[src/rtl/tomasula_types.sv]
// Shared types for the Tomasulo core: CDB requester count and broadcast bus record.
package tomasula_types;

  localparam int NUM_CDB_REQ = 4;

  typedef struct packed {
    logic        valid;
    logic [2:0]  tag;
    logic [31:0] data;
  } cdb_bus_t;

  // Distance of a ROB entry from the head; smaller means older.
  function automatic logic [2:0] rob_age(input logic [2:0] tag, input logic [2:0] head);
    return tag - head;
  endfunction

endpackage

[src/rtl/cdb_arb_pick.sv]
// Combinational picker: scans from start, wraps, and keeps the first eligible entry with the smallest key.
module cdb_arb_pick #(
  parameter int N  = 4,
  parameter int KW = 3,
  localparam int IW = (N > 1) ? $clog2(N) : 1
) (
  input  logic [N-1:0]         elig,
  input  logic [N-1:0][KW-1:0] keys,
  input  logic [IW-1:0]        start,
  output logic [N-1:0]         grant
);

  logic          found;
  logic [KW-1:0] best_key;
  logic [IW-1:0] best_idx;
  logic [IW:0]   pos;
  logic [IW-1:0] idx;

  // Strict less-than keeps the earliest entry in scan order on key ties.
  always_comb begin
    found    = 1'b0;
    best_key = '0;
    best_idx = '0;
    pos      = '0;
    idx      = '0;
    grant    = '0;
    for (int k = 0; k < N; k++) begin
      pos = {1'b0, start} + (IW+1)'(k);
      if (pos >= (IW+1)'(N)) pos = pos - (IW+1)'(N);
      idx = pos[IW-1:0];
      if (elig[idx] && (!found || keys[idx] < best_key)) begin
        found    = 1'b1;
        best_key = keys[idx];
        best_idx = idx;
      end
    end
    if (found) grant[best_idx] = 1'b1;
  end

endmodule

[src/rtl/cdb_arbiter.sv]
// Common data bus arbiter: grants one functional unit per cycle and registers its broadcast.
// Define CDB_ARB_AGE_EN for oldest-first selection; default is round-robin.
module cdb_arbiter
  import tomasula_types::*;
#(
  parameter int NUM_REQ = NUM_CDB_REQ
) (
  input  logic                      clk,
  input  logic                      rst,
  input  logic [NUM_REQ-1:0]        req,
  input  logic [NUM_REQ-1:0][2:0]   req_rob_tag,
  input  logic [NUM_REQ-1:0][31:0]  req_data,
  output logic [NUM_REQ-1:0]        grant,
  input  logic [2:0]                head_ptr,
  input  logic [7:0]                allocated_rob_entries,
  input  logic                      flush_in_prog,
  output logic                      cdb_valid,
  output logic [2:0]                cdb_rob_tag,
  output logic [31:0]               cdb_data,
  output logic [7:0]                set_rob_valid
);

  localparam int IW = (NUM_REQ > 1) ? $clog2(NUM_REQ) : 1;
`ifdef CDB_ARB_AGE_EN
  localparam bit AGE_EN = 1'b1;
`else
  localparam bit AGE_EN = 1'b0;
`endif

  logic [NUM_REQ-1:0]      eligible;
  logic [NUM_REQ-1:0]      stale;
  logic [NUM_REQ-1:0]      elig_grant;
  logic [NUM_REQ-1:0]      stale_grant;
  logic [NUM_REQ-1:0][2:0] age_keys;
  logic [NUM_REQ-1:0][2:0] pick_keys;
  logic [IW-1:0]           pick_start;
  logic [IW-1:0]           rr_ptr;
  logic [IW-1:0]           grant_idx;
  logic [IW-1:0]           rr_next;
  logic                    granted_eligible;
  cdb_bus_t                cdb_q;

  // Requests whose ROB entry was freed (e.g. by a flush) are stale and only drained.
  always_comb begin
    eligible = '0;
    stale    = '0;
    age_keys = '0;
    for (int i = 0; i < NUM_REQ; i++) begin
      eligible[i] = req[i] & allocated_rob_entries[req_rob_tag[i]];
      stale[i]    = req[i] & ~allocated_rob_entries[req_rob_tag[i]];
      age_keys[i] = rob_age(req_rob_tag[i], head_ptr);
    end
    pick_keys  = AGE_EN ? age_keys : '0;
    pick_start = AGE_EN ? '0 : rr_ptr;
  end

  cdb_arb_pick #(.N(NUM_REQ), .KW(3)) u_pick_elig (
    .elig  (eligible),
    .keys  (pick_keys),
    .start (pick_start),
    .grant (elig_grant)
  );

  cdb_arb_pick #(.N(NUM_REQ), .KW(3)) u_pick_stale (
    .elig  (stale),
    .keys  ('0),
    .start ('0),
    .grant (stale_grant)
  );

  always_comb begin
    grant = '0;
    if (!rst && !flush_in_prog) grant = (|eligible) ? elig_grant : stale_grant;
    granted_eligible = |(grant & eligible);
    grant_idx = '0;
    for (int i = 0; i < NUM_REQ; i++)
      if (grant[i]) grant_idx = IW'(i);
    rr_next = (grant_idx == IW'(NUM_REQ - 1)) ? '0 : grant_idx + 1'b1;
  end

  always_ff @(posedge clk) begin
    if (rst) begin
      cdb_q  <= '0;
      rr_ptr <= '0;
    end else begin
      if (|grant) rr_ptr <= rr_next;
      cdb_q.valid <= granted_eligible;
      if (granted_eligible) begin
        cdb_q.tag  <= req_rob_tag[grant_idx];
        cdb_q.data <= req_data[grant_idx];
      end
    end
  end

  assign cdb_valid     = cdb_q.valid;
  assign cdb_rob_tag   = cdb_q.tag;
  assign cdb_data      = cdb_q.data;
  assign set_rob_valid = (cdb_q.valid && !rst) ? (8'b1 << cdb_q.tag) : 8'b0;

endmodule

[config.mk]
export PLATFORM = sky130hd
export DESIGN_NAME = cdb_arbiter
export DESIGN_NICKNAME = d
export VERILOG_FILES = /design/src/rtl/tomasula_types.sv /design/src/rtl/cdb_arb_pick.sv /design/src/rtl/cdb_arbiter.sv
export SDC_FILE = /design/constraint.sdc
export NUM_CORES = 1
export LEC_CHECK = 0
export BUFFER_PORTS_ARGS = -buffer_cell sky130_fd_sc_hd__buf_4
export CAP_MARGIN = 20
export CELL_PAD_IN_SITES_DETAIL_PLACEMENT = 1
export CELL_PAD_IN_SITES_GLOBAL_PLACEMENT = 2
export CORE_AREA = 2 2 117 119
export DETAILED_ROUTE_END_ITERATION = 8
export DIE_AREA = 0 0 119 121
export PLACE_DENSITY_LB_ADDON = 0.1
export SLEW_MARGIN = 20
export SYNTH_ARGS = -nofsm -noshare
export SYNTH_HDL_FRONTEND = slang
export SYNTH_SLANG_ARGS = --single-unit
[constraint.sdc]
create_clock -name clk -period 4.8 [get_ports clk]
set_clock_uncertainty 0.2 [all_clocks]
set_input_delay 0.72 -clock clk [delete_from_list [all_inputs] [get_ports clk]]
set_output_delay 0.72 -clock clk [all_outputs]
set_load 0.01 [all_outputs]
==> flow_metrics.py, run 1 <==
metrics = {
    "outcome": {
        "outcome": "completed",
    },
    "sta": {
        "drv_slew": 0,
        "tns_ns": 0,
        "rsz0062_at_grt": "false",
        "hold_viol_final": 0,
        "period_share_pct": 75.72,
        "fin_ws_ns": 1.165,
        "tightest_slew_ns": 0.6015,
        "setup_viol": 0,
        "slew_headroom_pct": 59.90,
        "fmax_ghz": 0.2751,
        "period_needed_ns": 3.635,
    },
    "global_route": {
        "grt_overflow": 0,
        "grt_antenna_before_repair": 0,
        "grt_pass1_wl_um": 21380,
        "grt_pass1_vias": 3908,
        "grt_use_total_pct": 18.77,
        "grt_max_degree": 43,
    },
    "floorplan": {
        "ios": 206,
        "initial_utilization_pct": 22.74,
        "design.core.area_um2": 13090,
        "die_y_um": 121,
        "fp.dieW_um": 119,
        "rows": 42,
        "dieArea_um2": 14400,
    },
    "power_and_ir_drop": {
        "power.share.switching_pct": 32.19,
        "ir_drop_mv": 0.1055,
        "p_int_w": 0.0007612,
        "pwr_density_cell_nw_per_um2": 237.0,
        "power.share.sequential_pct": 34.4,
        "p_leak_nw": 1.949,
        "clkPwrFrac_pct": 29.9,
        "switching_power_w": 0.0003614,
        "p_comb_share_pct": 35.7,
    },
    "finish": {
        "fillerInstances": 1546,
        "num_antenna_cells": 0,
        "layout.nets": 689,
        "post-route-util_pct": 36.20,
        "layout_common_cells": "buf_4, o221ai_1, mux2i_1, nand2_1, nor3_1",
        "drive_gt1_share_pct": 44.72,
        "final_common_cell": "buf_4",
        "fin_cells": 706,
        "final_area_um2": 4737,
        "area_growth_pct": 59.21,
    },
    "critical_path": {
        "worstPathRequired_ns": 3.88,
        "end_kind": "primary output",
        "setup.worst_path.start": "req_rob_tag[11]",
        "worstSetupStartpointType": "input port",
        "crit_end": "grant[3]",
        "r2r_cells": 7,
        "ff2ff_setup_slack_ns": 2.29,
        "regToRegStartpoint": "pick_start[0]",
        "path_max_fanout": 21,
        "worstSetupPathType": "input port to primary output",
        "cp.arrival_ns": 2.71,
        "rr_endpoint": "cdb_data[22]",
    },
    "route": {
        "firstDrtPassIters": 4,
        "num_vias": 3670,
        "drt_first_iter_violations": 132,
        "drcViolationCount": 0,
        "routedWlPerCell_um": 19.63,
        "vias_per_cell": 5.198,
        "routed_wl_um": 13860,
        "ant_nets": 0,
    },
    "synth": {
        "synth-seq-cells": 38,
        "async_reset_ff_share_pct": 0,
        "ys.flop_type": "dfxtp_1",
        "synthCells": 345,
        "ys_seq_area_share_pct": 25.57,
        "synth_cell_types": 47,
        "syn-num-nets": 503,
        "avgSynthCellArea_um2": 8.624,
        "ys_warn_count": 0,
        "netlist_area_um2": 2975,
        "synth_edf_count": 0,
    },
    "cts": {
        "cts_buffer_depth": 2,
        "cts_resized": 0,
        "cts_made_buffers": 5,
        "clk_latency_ns": 0.28,
        "cts_tree": "built",
        "postCtsHoldBufs": 0,
        "htree_num_levels": 2,
        "cts_root_buf": "clkbuf_16",
        "post-cts-setup-buffer-count": 0,
        "clk_pin_slew_ns": 0.06,
        "cts.sinks": 38,
    },
    "placement": {
        "io_buffers": 202,
        "place_area_um2": 4598,
        "hpwl_um": 10350,
        "globalplace.congestion": 0.8273,
        "dpl.cell_count": 700,
        "dpl_worst_slack_ns": 1.027,
    },
    "flow_run": {
        "drv_cap": 0,
    },
    "worst_hold_path": {
        "hold_class": "flip-flop to flip-flop",
    },
}
-- power groups by stage --
stage	clock, W	combinational [W]	sequential, W
detailed placement	0	0.000406	0.000393
CTS	0.000350	0.000407	0.000387
global placement	0	0.000401	0.000391
floorplan	0	0.000177	0.000403
finish	0.000335	0.000401	0.000387
global route	0.000361	0.000435	0.000394
-- cell type report --
class / instances / area, µm² / share of cell area (%)
Multi-Input combinational cell: 272 / 2022 / 42.68
Clock buffer: 6 / 138.9 / 2.932
Tap cell: 176 / 220.2 / 4.649
Sequential cell: 38 / 760.7 / 16.06
Timing Repair Buffer: 211 / 1584 / 33.44
Inverter: 3 / 11.26 / 0.2377
-- layer usage --
layer  vias to the layer above  track usage, %  routed length, µm
met4                         0           3.348                102
met1                      1791           23.28               6045
met2                       116           33.69               6949
met5                         -               0                  0
met3                         6           3.994                765
li1                       1757               -                  -
-- stage by stage --
stage / power, W / hold slack [ns]
after floorplan: 0.0005792 / 0.3184
after global placement: 0.0007916 / 0.2719
after detailed placement: 0.0007994 / 0.2825
after CTS: 0.001143 / 0.2995
after global routing: 0.001190 / 0.3377
final: 0.001123 / 0.2964
-- cell usage after synthesis (all sizes together), types with 3 or more instances --
master   n  area (µm²)
o21ai    5       47.54
mux2i   49       490.5
nand2b   4       25.02
a22oi    4       35.03
clkbuf   9       33.78
buf     23       160.2
a31oi    3       33.78
nor3    39       195.2
o22ai    3       18.77
nor2b    4       25.02
inv      3       11.26
nor2    14       55.06
dfxtp   38       760.7
o221ai  70       613.1
nand2   41       153.9
nand3b   5       37.54
nand3    7       45.04
-- registers in the layout (all words and copies together) (netlist names) --
name         flops
cdb_rob_tag      3
pick_start       2
cdb_valid        1
cdb_data        32
-- cells by family (layout without fill, tap and decap cells) --
family | count (synthesis) | count (layout) | share of synthesized area [%]
AO/OA/AOI/OAI | 98 | 98 | 29.90
buffers and inverters | 35 | 220 | 6.896
flip-flops | 38 | 38 | 25.57
multiplexers | 51 | 51 | 17.37
AND/OR/NAND/NOR | 123 | 123 | 20.27
-- worst max-delay path: stages --
cell and delay [ns]:
buf_4 0.13, nor2b_1 0.13, a22oi_1 0.30, nand4_1 0.32, nand2_1 0.23, o21ai_4 0.12
inv_2 0.40, a31oi_4 0.15, inv_2 0.09, buf_4 0.12
-- how the worst min path moves through the flow --
| stage | startpoint | end | cells after the start |
|---|---|---|---|
| CTS | cdb_data[9] | cdb_data[9] | 2 |
| finish | cdb_data[15] | cdb_data[15] | 2 |
| detailed placement | cdb_data[9] | cdb_data[9] | 2 |
| global route | cdb_data[26] | cdb_data[26] | 2 |
| floorplan | cdb_data[3] | cdb_data[3] | 2 |
| global placement | cdb_data[12] | cdb_data[12] | 2 |
Power figures use the tool's default switching activity.
==> inputs of run 2 (changes only) <==
CORE_AREA = 2 2 120 122   (was 2 2 117 119)
DIE_AREA = 0 0 122 124   (was 0 0 119 121)
clock period = 3.6 ns   (was 4.8 ns; I/O delays follow)
==> run 2 against run 1 <==
Clock power increased by 57%. Sequential cell count did not move. Sequential share of layout area decreased by 0.40 points. Largest power group unchanged. Combinational power rose by 37%. Clock-buffer cell count rose by 1. Global-route usage fell by 0.57 points. Worst hold slack improved by 0.0042 ns. Cell count rose by 1.4%.
==> flow_metrics.py, run 2 (synthesis results as in run 1) <==
metrics = {
    "floorplan": {
        "dieArea_um2": 15130,
        "rows": 43,
        "ios": 206,
        "die_y_um": 124,
        "fp.dieW_um": 122,
        "initial_utilization_pct": 21.69,
        "design.core.area_um2": 13720,
    },
    "sta": {
        "fin_ws_ns": 0.3714,
        "period_needed_ns": 3.229,
        "period_share_pct": 89.68,
        "fmax_ghz": 0.3097,
        "setup_viol": 0,
        "rsz0062_at_grt": "false",
        "slew_headroom_pct": 65.18,
        "tns_ns": 0,
        "hold_viol_final": 0,
        "tightest_slew_ns": 0.5166,
        "drv_slew": 0,
    },
    "cts": {
        "cts_resized": 0,
        "postCtsHoldBufs": 0,
        "cts_tree": "built",
        "cts_buffer_depth": 2,
        "clk_pin_slew_ns": 0.06,
        "htree_num_levels": 2,
        "cts.sinks": 38,
        "post-cts-setup-buffer-count": 0,
        "cts_made_buffers": 5,
        "clk_latency_ns": 0.30,
        "cts_root_buf": "clkbuf_16",
    },
    "critical_path": {
        "worstSetupStartpointType": "input port",
        "path_max_fanout": 12,
        "crit_path_frequent_cell": "buf_4",
        "crit_path_max_incr_delay_ns": 0.42,
        "cp.arrival_ns": 2.49,
        "worstPathRequired_ns": 2.86,
        "cp_cell_sequence": "buf_4 -> mux2i_1 -> a22oi_1 -> nand4_1 -> o31a_1 -> a21oi_2 -> a31oi_4 -> inv_2 -> buf_4",
        "slowest_stage": "o31a_1",
        "worstSetupPathType": "input port to primary output",
        "end_kind": "primary output",
        "crit_family": "compound AO/OA/AOI/OAI gates",
        "cp_num_buf_inv": 3,
    },
    "global_route": {
        "grt_overflow": 0,
        "grt_antenna_before_repair": 0,
        "grt_max_degree": 35,
        "grt_pass1_wl_um": 21180,
        "grt_use_total_pct": 18.20,
        "grt_pass1_vias": 3946,
    },
    "power_and_ir_drop": {
        "p_leak_nw": 1.999,
        "pwr_density_cell_nw_per_um2": 327.6,
        "ir_drop_mv": 0.1587,
    },
    "finish": {
        "layout.nets": 693,
        "final_common_cell": "buf_4",
        "post-route-util_pct": 35.41,
        "num_antenna_cells": 0,
        "fin_cells": 716,
        "layout_common_cells": "buf_4, o221ai_1, mux2i_1, nand2_1, nor3_1",
        "fillerInstances": 1648,
        "largest_reg_flops": 32,
        "final_area_um2": 4858,
        "drive_gt1_share_pct": 44.96,
        "area_growth_pct": 63.29,
    },
    "worst_hold_path": {
        "hold_class": "flip-flop to flip-flop",
    },
    "route": {
        "drcViolationCount": 0,
        "ant_nets": 0,
        "num_vias": 3689,
        "routed_wl_um": 14160,
        "drt_first_iter_violations": 116,
        "firstDrtPassIters": 4,
        "routedWlPerCell_um": 19.78,
        "vias_per_cell": 5.152,
    },
    "flow_run": {
        "drv_cap": 0,
    },
    "placement": {
        "dpl_worst_slack_ns": 0.2534,
        "dpl.cell_count": 708,
        "hpwl_um": 10590,
        "place_area_um2": 4696,
        "globalplace.congestion": 0.7535,
        "io_buffers": 202,
    },
    "outcome": {
        "outcome": "completed",
    },
}
==> run 2: final timing paths <==
| kind | startpoint | cells past startpoint | to | slack [ns] |
|---|---|---|---|---|
| max | req_rob_tag[8] | 9 | grant[3] | 0.37 |
| min reg2reg | cdb_data[6] | 2 | cdb_data[6] | 0.30 |
| max reg2reg | pick_start[0] | 7 | cdb_data[2] | 1.17 |
| min | cdb_data[6] | 2 | cdb_data[6] | 0.30 |
==> run 2: power by group <==
| part | internal, W | switching (W) |
|---|---|---|
| sequential | 0.000471 | 0.0000464 |
| combinational | 0.000288 | 0.000261 |
| clock | 0.000328 | 0.000197 |
==> run 2: cell type report <==
cell class / count / area, µm² / share of cell area (%)
multi-input combinational: 272 / 2022 / 41.62
timing repair buffer: 215 / 1677 / 34.51
sequential: 38 / 760.7 / 15.66
tap: 180 / 225.2 / 4.636
clock buffer: 7 / 132.6 / 2.730
clock inverter: 1 / 30.03 / 0.6181
inverter: 3 / 11.26 / 0.2318
==> run 2: through the flow <==
step / total power, W / hold slack [ns]
floorplan: 0.0007723 / 0.3184
global placement: 0.001072 / 0.2700
detailed placement: 0.001083 / 0.2831
CTS: 0.001620 / 0.2995
global route: 0.001680 / 0.3192
finish: 0.001592 / 0.3007
==> run 2: layer usage <==
layer | share of wire, % | track usage, %
met1 | 42 | 21.11
met2 | 50 | 33.34
met3 | 6.4 | 4.304
met4 | 1.3 | 5.029
met5 | 0 | 0
==> run 2: worst register-to-register path, cell delays in order (launching register included) <==
cell	delay, ns
dfxtp_1	0.49
nand3b_1	0.16
o22ai_1	0.08
o41ai_2	0.44
buf_4	0.24
buf_12	0.21
mux2i_1	0.33
o221ai_1	0.14
